$ cat src/rtl/dmem_arbiter.sv
// Round-robin arbiter that shares one data memory port among NUM_REQ_P cores.
// A grant is held from REQ until the transaction completes, is withdrawn, or the watchdog fires.
package dmem_arbiter_pkg;
    typedef struct packed {
        logic [31:0] write_data;
        logic        valid;
        logic        wen;
        logic        byte_not_word;
        logic        yumi;
    } mem_in_s;

    typedef struct packed {
        logic [31:0] read_data;
        logic        valid;
        logic        yumi;
    } mem_out_s;

    typedef enum logic [1:0] {
        ST_IDLE = 2'd0,
        ST_REQ  = 2'd1,
        ST_RESP = 2'd2
    } state_e;
endpackage

module dmem_arbiter
    import dmem_arbiter_pkg::*;
#(
    parameter int NUM_REQ_P = 2,
    parameter int TIMEOUT_P = 255
) (
    input  logic                 clk,
    input  logic                 reset,
    input  mem_in_s              core_mem_i  [NUM_REQ_P],
    input  logic [31:0]          core_addr_i [NUM_REQ_P],
    output mem_out_s             core_mem_o  [NUM_REQ_P],
    output mem_in_s              mem_o,
    output logic [31:0]          mem_addr_o,
    input  mem_out_s             mem_i,
    output logic [NUM_REQ_P-1:0] grant_o,
    output logic                 timeout_o,
    output logic [1:0]           state_o
);
    // Handshake: a core's request is live while core_mem_i.valid is high; memory accepts
    // it with mem_i.yumi, returns data with mem_i.valid, and the core consumes it with yumi.

    localparam int IW = (NUM_REQ_P > 1) ? $clog2(NUM_REQ_P) : 1;
    localparam int CW = $clog2(TIMEOUT_P + 1);

    state_e          state;
    logic [IW-1:0]   grant_idx;
    logic [IW-1:0]   last_grant;
    logic [CW-1:0]   wd_cnt;
    logic            pick_found;
    logic [IW-1:0]   pick_idx;
    logic [IW-1:0]   cand_idx;
    logic            active;
    mem_in_s         gnt_req;
    logic            done;

    // Search starts one past the last completed owner so every core gets a turn.
    always_comb begin
        pick_found = 1'b0;
        pick_idx   = '0;
        cand_idx   = '0;
        for (int i = 1; i <= NUM_REQ_P; i++) begin
            cand_idx = IW'((int'(last_grant) + i) % NUM_REQ_P);
            if (!pick_found && core_mem_i[cand_idx].valid) begin
                pick_found = 1'b1;
                pick_idx   = cand_idx;
            end
        end
    end

    assign active  = (state != ST_IDLE);
    assign gnt_req = core_mem_i[grant_idx];
    assign done    = mem_i.valid && gnt_req.yumi;
    assign state_o = state;

    always_ff @(posedge clk or negedge reset) begin
        if (!reset) begin
            state      <= ST_IDLE;
            grant_idx  <= '0;
            grant_o    <= '0;
            last_grant <= IW'(NUM_REQ_P - 1);
            wd_cnt     <= '0;
            timeout_o  <= 1'b0;
        end else begin
            case (state)
                ST_IDLE: begin
                    if (pick_found) begin
                        state     <= ST_REQ;
                        grant_idx <= pick_idx;
                        grant_o   <= {{(NUM_REQ_P-1){1'b0}}, 1'b1} << pick_idx;
                    end
                end
                ST_REQ: begin
                    if (!gnt_req.valid) begin
                        state   <= ST_IDLE;
                        grant_o <= '0;
                    end else if (mem_i.yumi) begin
                        if (done) begin
                            state      <= ST_IDLE;
                            grant_o    <= '0;
                            last_grant <= grant_idx;
                        end else begin
                            state  <= ST_RESP;
                            wd_cnt <= '0;
                        end
                    end
                end
                ST_RESP: begin
                    if (wd_cnt != CW'(TIMEOUT_P)) begin
                        wd_cnt <= wd_cnt + CW'(1);
                    end
                    if (done) begin
                        state      <= ST_IDLE;
                        grant_o    <= '0;
                        last_grant <= grant_idx;
                    end else if (wd_cnt >= CW'(TIMEOUT_P - 1)) begin
                        // This RESP cycle is the TIMEOUT_P-th one: give up on the memory.
                        state      <= ST_IDLE;
                        grant_o    <= '0;
                        last_grant <= grant_idx;
                        timeout_o  <= 1'b1;
                    end
                end
                default: begin
                    state   <= ST_IDLE;
                    grant_o <= '0;
                end
            endcase
        end
    end

    always_comb begin
        mem_o      = '0;
        mem_addr_o = '0;
        if (active) begin
            mem_o      = gnt_req;
            mem_addr_o = core_addr_i[grant_idx];
        end
        for (int k = 0; k < NUM_REQ_P; k++) begin
            core_mem_o[k].read_data = mem_i.read_data;
            core_mem_o[k].valid     = active && (grant_idx == IW'(k)) && mem_i.valid;
            core_mem_o[k].yumi      = active && (grant_idx == IW'(k)) && mem_i.yumi;
        end
    end
endmodule
$ cat config.mk
export PLATFORM = sky130hd
export DESIGN_NAME = dmem_arbiter
export DESIGN_NICKNAME = d
export VERILOG_FILES = /design/src/rtl/dmem_arbiter.sv
export SDC_FILE = /design/constraint.sdc
export NUM_CORES = 1
export LEC_CHECK = 0
export CORE_ASPECT_RATIO = 0.5
export CORE_MARGIN = 10
export CORE_UTILIZATION = 26
export CTS_CLUSTER_DIAMETER = 200
export DETAILED_ROUTE_END_ITERATION = 6
export PLACE_DENSITY = 0.82
export SLEW_MARGIN = 20
export SYNTH_ARGS = -nofsm -noshare
export SYNTH_HDL_FRONTEND = slang
export SYNTH_SLANG_ARGS = --single-unit
$ cat constraint.sdc
create_clock -name clk -period 2 [get_ports clk]
set_input_delay 0.2 -clock clk [delete_from_list [all_inputs] [get_ports clk]]
set_output_delay 0.2 -clock clk [all_outputs]
set_load 0.005 [all_outputs]
== Yosys cells after proc, flatten, opt, wreduce, memory -nomap -nowiden ==
Index checks and enable logic that the tools add are counted.

* Bits in read-only memories: 0
* Memory bits (writable): 0
* Memories: 0
* Latch bits: 0
* Register bits: 15
* Output and inout bits: 141
* Logic and storage cells: 90

* Reduce and logical (&&, ||, !) cells: 18
* Mux-type cells: 41
* Bitwise gates (word level): 5
* Shifts and indexed selects: 1
* Equal/unequal tests: 12
* Multipliers: 0
* Magnitude comparators: 4
* Add/subtract/negate cells: 3
* Divide/modulo/power cells: 0

{| class="wikitable"
|+ Operators with widths
! operator !! number
|-
| 2-to-1 mux 36 bit || 4
|-
| 2-to-1 mux 32 bit || 4
|-
| 2-to-1 mux 8 bit || 4
|-
| 2-to-1 mux 4 bit || 6
|-
| 2-to-1 mux 2 bit || 10
|-
| case mux 8 bit (2 select lines) || 1
|-
| != test 2 bit (second input constant) || 6
|-
| case mux 2 bit (3 select lines) || 2
|-
| AND reduction 5 bit || 2
|-
| 2-to-1 mux 1 bit || 9
|-
| != test 3 bit (second input constant) || 3
|-
| adder 8 x 1 -> 8 bit (second input constant) || 1
|-
| >= comparator 8 bit (second input constant) || 1
|-
| logical AND 1 bit || 8
|-
| != test 8 bit (second input constant) || 1
|-
| >= comparator 2 bit (second input constant) || 3
|-
| NOT 1 -> 2 bit || 3
|-
| AND reduction 3 bit || 2
|-
| AND reduction 4 bit || 1
|-
| nonzero test 2 bit || 2
|-
| adder 1 bit (second input constant) || 2
|-
| equality test 2 x 1 -> 1 bit (second input constant) || 1
|-
| equality test 2 bit (second input constant) || 1
|-
| logical NOT 2 bit || 1
|-
| 5 further kinds || 6
|}

== Depth between registers and ports, before layout ==
Gate-level depths: netlist (run 1).

* Depth in word-level cells: 12
* Depth in mapped cells: 6
* Mapped depth without buffers: 6

== Worst setup path after synthesis (run 1) ==
No wires, ideal clock.

* Path kind: reg2reg
* Start: reg wd_cnt[1]
* End: reg wd_cnt[3]
* Stages on the path, launching flop included: 6
* Setup time: 0.118 ns
* Period minus slack after synthesis: 1.603 ns
* Data arrival time: 1.485 ns
* Slack: 0.397 ns
* Path through: dfrtp_1 ha_1 nand3_1 o21ai_4 mux2_4 a21o_1

* Longest elaborated chain between the ends: 3
* Elaborated cells between the ends (all ways): 6

{| class="wikitable"
|+ Ends and longest elaborated chain
! element !! line !! source
|-
| start, declared || 52 || <nowiki>logic [CW-1:0] wd_cnt;</nowiki>
|-
| start signal, assigned || 113 || <nowiki>wd_cnt <= wd_cnt + CW'(1);</nowiki>
|-
| adder 8 x 1 -> 8 bit / != test 8 bit (equally long branches) || 113, 112 ||
|-
| 2-to-1 mux 8 bit / != test 2 bit (equally long branches) || n/a ||
|-
| case mux 8 bit (2 select lines) / AND reduction 5 bit (equally long branches) || n/a ||
|}

Several ways; a longest one is shown, not always the timed one. The select of a mux whose other input is x is not followed.
A chain may end at the register's enable or synchronous reset.

==> reports/metrics.csv, run 1 <==
stage;metric;value;unit
run_status;status;completed;
final_layout;Final Util;51.5;%
final_layout;layout cells sized above 1;7.68;%
placed_design;GP Congestion;0.862;
yosys;Synth Cell Area;0.00245;mm2
critical_path;worst r2r src;grant_idx;
clock_tree;CTS tree;built;
clock_tree;clk root buf;clkbuf_16;
sta;slew margin rel.;56.2;%
yosys;Distinct cells, synth;43;
sta;Clock Skew;5.37;ps
critical_path;Worst EP arrival;1720;ps
final_layout;area taken by multi-input logic gates;0.00149;mm2
floorplan;site row count;24;
final_layout;# nets final;644;
detailed_routing;Routed Antenna Nets;0;
sta;max-slew violation count;0;
detailed_routing;via-per-instance ratio;4.48;
sta;fin crit share;95.9;%
clock_tree;worst skew pair latency;250;ps
floorplan;die area;0.0139;mm2
grt;All-Layer GR Usage;15.6;%
critical_path;critical path peak fanout;5;
sta;Final Setup Violations;0;
grt;first-pass GRT wire length;16.9;mm
floorplan;die span in y;88.6;um
detailed_routing;Iter 0 DRT Violations;97;
critical_path;worst r2r dst;last_grant;
power_and_ir_drop;cell leakage power;2.88;nW
final_layout;cell area after layout;0.00461;mm2
sta;fin crit period;1920;ps
clock_tree;Reg clk slew, reported paths;50;ps
clock_tree;hold buffers post-CTS;0;
sta;final hold vios;0;
yosys;Mapped Nets;488;
placed_design;DP HPWL;9.99;mm
grt;vias in the first global route;2730;
detailed_routing;First-pass DRT Iterations;5;
detailed_routing;routed wire length;12.0;mm
floorplan;core box area;0.00895;mm2
yosys;#FFs+latches synth;15;
critical_path;R2R depth;6;
yosys;cell count after synthesis;314;
yosys;FFs w/ async S/R, synth;100;%
yosys;sequential area share after synthesis;15.4;%
critical_path;CP Capture Type;output port;
clock_tree;clock tree buffer depth;2;
placed_design;DP Area;0.00430;mm2
clock_tree;TritonCTS Buffers;3;
clock_tree;H-tree Lvls;1;
grt;GRT Residual Overflow;0;
sta;actual slew at the worst max-slew pin;656;ps
yosys;Post-synth EDFFs;0;
yosys;ys flop type;dfrtp_1;
floorplan;# IOs;313;
yosys;Synth Warn #;0;
detailed_routing;DR vias;2627;
placed_design;port buffer count;216;
critical_path;required time of the critical path;1800;ps
floorplan;Starting Density;27.4;%
detailed_routing;drc violations;0;
detailed_routing;wire per inst;20.4;um
floorplan;die extent in x;157;um
critical_path;FF-to-FF setup slack;130;ps
worst_hold_path;worst min-delay path category;in -> async;
flow_run;max-cap violations;0;
power_and_ir_drop;peak supply drop;0.000544;V
final_layout;Layout area overhead;88.2;%
final_layout;# diodes;0;
clock_tree;CTS sink cnt;15;
sta;Fmax;521;MHz
critical_path;Worst Setup Start Kind;register;
critical_path;Setup Crit Path Kind;reg -> out;
final_layout;FF+latch area;383;um2
sta;RSZ-0062 raised after global routing;false;
final_layout;fill count;829;
yosys;Syn Area/Cell;7.80;um2
power_and_ir_drop;PD cells;1040;mW/mm2
grt;initial antenna violation count;0;
grt;largest net degree at the start of global routing;53;
where the power goes:
| group | switching, mW | internal, mW | leakage, nW | total, mW |
|---|---|---|---|---|
| Clock | 0.124 | 0.267 | 0.0409 | 0.391 |
| Sequential | 0.123 | 0.412 | 0.194 | 0.534 |
| Combinational | 1.66 | 2.18 | 2.64 | 3.85 |
| Total | 1.91 | 2.86 | 2.88 | 4.77 |
metal layers:
layer  share of wire [%]  global-route usage, %  vias up
met5                   0                      0        -
met4                0.51                   1.77        0
met2                  56                   29.9       88
li1                    -                      -     1308
met1                  38                   17.6     1223
met3                 5.5                   4.16        8
synth_stat cells, drive strengths merged (2+ instances only):
cell	n	area share, %
nor3	3	0.61
nand2b	3	0.77
clkbuf	7	1.1
buf	74	22
ha	2	1.0
nand2	6	0.92
mux2i	71	30
dfrtp	14	14
nand3	6	1.2
o21ai	6	1.7
nor2	83	13
inv	4	0.61
and3	5	1.3
mux2	4	2.3
a21oi	5	1.0
nand4	2	0.77
placed cells by master, fill, tap and decap left out, types with 6 or more instances in the layout:
cell and count:
nand2_1 6, nor2_1 82, mux2i_1 69, buf_4 10
clkdlybuf4s50_1 146, dlymetal6s2s_1 63, dfrtp_1 11, dlygate4sd2_1 7
nand3_1 6
critical path, cell delays in order (launching register included):
cell and delay, ps:
dfrtp_4 440, clkbuf_4 190, buf_4 150, and3_1 170, clkdlybuf4s50_1 520
flip-flops by register name (all words and copies together), names as in the netlist:
register	cells
last_grant	1
wd_cnt	8
timeout_o	1
grant_idx	1
grant_o	2
state_o	2
worst max path at each step:
stage	startpoint	end	slack, ps
floorplan	wd_cnt[1]	wd_cnt[3]	400
global placement	grant_idx	mem_o[7]	150
detailed placement	grant_idx	mem_addr_o[30]	150
CTS	grant_idx	mem_addr_o[30]	-20
global route	grant_idx	core_mem_o[1]	10
finish	grant_idx	core_mem_o[1]	80
final cells by class:
class	instances	share of cell area (%)
Clock buffer	3	1.63
Tap cell	117	3.18
Timing Repair Buffer	232	54.2
Multi-Input combinational cell	214	32.3
Inverter	4	0.326
Sequential cell	15	8.31
Clock inverter	1	0.109
through the flow:
step	TNS, ps	setup WS, ps	cells	power (mW)	hold WS, ps
floorplan	0	397	314	2.40	-95.6
global placement	0	151	575	4.40	400
global route	0	9.78	586	5.11	400
CTS	-99.5	-22.2	581	4.93	384
finish	0	81.7	586	4.77	356
detailed placement	0	153	575	4.45	400
timing repair:
item / CTS / global route
cloned: 1 / 0
resized for setup: 11 / 65
buffers inserted: 1 / 5
pin swaps: 0 / 2
endpoints found under the setup margin: 47 / 63
kinds of logic after synthesis:
family                     count (synthesis)  synth area share (%)
buffers and inverters                     85                  24.1
AOI/OAI and AO/OA                         23                  7.41
and+or+nand+nor                          114                  20.1
DFF                                       15                  15.4
muxes                                     75                  32.0
adders and majority gates                  2                  1.02
(Power assumes the default switching activity.)
==> inputs of run 2 (changes only) <==
Settings changed: CORE_AREA set to 2 2 123 125, CORE_ASPECT_RATIO 0.5 to not set, CORE_MARGIN 10 to not set, CORE_UTILIZATION 26 to not set, CTS_CLUSTER_DIAMETER 200 to 50, DIE_AREA set to 0 0 125 127, GPL_TIMING_DRIVEN set to 1, PLACE_DENSITY 0.82 to 0.57.
==> run 2 against run 1 <==
Hold slack better by 14 ps. Clock power increased by 2%. Critical path type unchanged. Total power grew 5.8%. Largest power group unchanged. Die area grew 14%.
==> reports/metrics.csv, run 2 (synthesis gave the netlist of run 1 again) <==
stage;metric;value;unit;change
clock_tree;hold buffers post-CTS;0;;unchanged
final_layout;cell area after layout;0.00470;mm2;+2.0%
floorplan;die extent in x;125;um;-21%
floorplan;Starting Density;17.0;%;-10 points
sta;worst setup margin;33.9;ps;-47.8 ps
detailed_routing;via-per-instance ratio;4.17;;-7.0%
run_status;status;completed;;
final_layout;most common cell after layout, fill and taps aside;clkdlybuf4s50_1;;
flow_run;max-cap violations;0;;unchanged
detailed_routing;First-pass DRT Iterations;4;;-1
floorplan;die span in y;127;um;+43%
final_layout;layout cells sized above 1;8.92;%;+1.2 points
detailed_routing;routed wire length;11.9;mm;-0.80%
placed_design;dpl ws;127;ps;-25.3 ps
sta;Final Setup Violations;0;;unchanged
grt;first-pass GRT wire length;17.2;mm;+2.0%
sta;RSZ-0062 raised after global routing;true;;
sta;Fmax;509;MHz;-2.4%
final_layout;Final Util;32.6;%;-19 points
critical_path;required time of the critical path;1800;ps;about the same
clock_tree;CTS sink cnt;15;;unchanged
final_layout;Layout area overhead;92.0;%;
clock_tree;TritonCTS Buffers;3;;unchanged
worst_hold_path;worst min-delay path category;in -> async;;
final_layout;number of flip-flops in the largest register;8;;unchanged
placed_design;DP Area;0.00440;mm2;+2.5%
critical_path;Worst Setup Start Kind;register;;
critical_path;Slowest cell on crit path;dfrtp_4;;
sta;Clock Skew;2.77;ps;-2.60 ps
final_layout;# nets final;646;;+0.31%
grt;largest net degree at the start of global routing;30;;-43%
detailed_routing;DR vias;2732;;+4.0%
detailed_routing;Routed Antenna Nets;0;;unchanged
placed_design;GP Congestion;0.831;;-3.6%
clock_tree;clk root buf;clkbuf_16;;
detailed_routing;Iter 0 DRT Violations;113;;+16%
floorplan;die area;0.0159;mm2;+14%
final_layout;Largest Register;wd_cnt;;
grt;initial antenna violation count;0;;unchanged
clock_tree;H-tree Lvls;1;;unchanged
sta;actual slew at the worst max-slew pin;687;ps;+31.3 ps
floorplan;core box area;0.0144;mm2;+61%
floorplan;site row count;44;;+83%
clock_tree;clock tree buffer depth;2;;unchanged
critical_path;CP max stage delay;550;ps;+30 ps
grt;vias in the first global route;2916;;+6.8%
sta;slew margin rel.;54.1;%;-2.1 points
critical_path;critical path cell sequence;buf_16 -> nor3_2 -> clkdlybuf4s50_1;;
grt;All-Layer GR Usage;13.8;%;-1.8 points
sta;fin crit share;98.3;%;+2.4 points
critical_path;Setup Crit Path Kind;reg -> out;;
power_and_ir_drop;peak supply drop;0.000392;V;-28%
critical_path;CP Capture Type;output port;;
grt;GRT Residual Overflow;0;;unchanged
placed_design;DP HPWL;9.85;mm;-1.4%
critical_path;critical path peak fanout;22;;+17
sta;final hold vios;0;;unchanged
sta;max-slew violation count;0;;unchanged
clock_tree;CTS tree;built;;
clock_tree;Reg clk slew, reported paths;50;ps;about the same
power_and_ir_drop;cell leakage power;2.60;nW;-9.5%
clock_tree;worst skew pair latency;250;ps;about the same
critical_path;Worst EP arrival;1770;ps;+50 ps
critical_path;family with the most delay on the worst path;buffers and inverters;;
floorplan;# IOs;313;;unchanged
sta;fin crit period;1970;ps;+47.8 ps
placed_design;port buffer count;216;;unchanged
detailed_routing;wire per inst;18.1;um;-11%
final_layout;most frequent cells in the layout;161 x clkdlybuf4s50_1, 82 x nor2_1, 64 x mux2i_1;;
detailed_routing;drc violations;0;;unchanged
critical_path;Bufs and invs on worst path;2;;-1
power_and_ir_drop;PD cells;1070;mW/mm2;+3.7%
final_layout;# diodes;0;;unchanged
run 2: cell count changes in the layout (fill, tap and decap cells not counted), sizes merged:
cell and change:
buf +1, bufbuf +1, clkdlybuf4s50 +15, dlygate4sd2 +9, dlymetal6s2s -24
run 2: stage by stage:
step	TNS (ps)	total power, mW	hold slack [ps]	std cells
2_1_floorplan	0	2.40	-95.6	314
3_3_place_gp	0	4.52	400	645
3_5_place_dp	0	4.58	400	645
4_1_cts	-275	5.13	400	651
5_1_grt	-11.2	5.39	400	655
6_report	0	5.05	370	655
run 2: timing repair:
item                                    in CTS  in global routing
pin swaps                                    1                  2
resized for setup                           23                 40
gates cloned                                 2                  1
buffers inserted                             0                  3
endpoints found under the setup margin      20                 35
run 2: worst register-to-register path, delay by kind of cell (launching register included):
kind | cells | cell delay [ps]
simple gates | 1 | 50
compound gates | 2 | 360
buf+inv | 3 | 540
mux | 1 | 220
flops | 1 | 550
run 2: layer usage:
layer	global-route usage, %	vias to the layer above	part of all wire [%]
met3	5.53	11	9.7
met1	15.2	1246	38
li1	-	1313	-
met5	0	-	0
met4	2.42	0	1.8
met2	25.3	162	50
run 2: report_power, final:
| group | internal, mW | switching (mW) |
|---|---|---|
| clock | 0.268 | 0.130 |
| combinational | 2.33 | 1.79 |
| sequential | 0.409 | 0.122 |
| total | 3.00 | 2.04 |
run 2: path summary, 6_finish.rpt:
path                           start        endpoint  slack (ps)  depth (start not counted)
hold reg to reg            timeout_o       timeout_o         490                          1
hold / removal                 reset       wd_cnt[1]         370                          1
max in group asynchronous      reset       grant_idx        1130                          1
setup / recovery           grant_idx  core_mem_o[35]          30                          3
min in group clk           mem_i[25]  core_mem_o[59]         400                          0
setup reg to reg           grant_idx      grant_o[1]         170                          7
run 2: final cells by class:
cell class / instances / area, um2
multi-input combinational: 214 / 1510
clock inverter: 1 / 5.00
fill: 1555 / 9720
clock buffer: 3 / 75.1
timing repair buffer: 234 / 2480
sequential: 15 / 380
tap: 184 / 230
inverter: 4 / 15.0
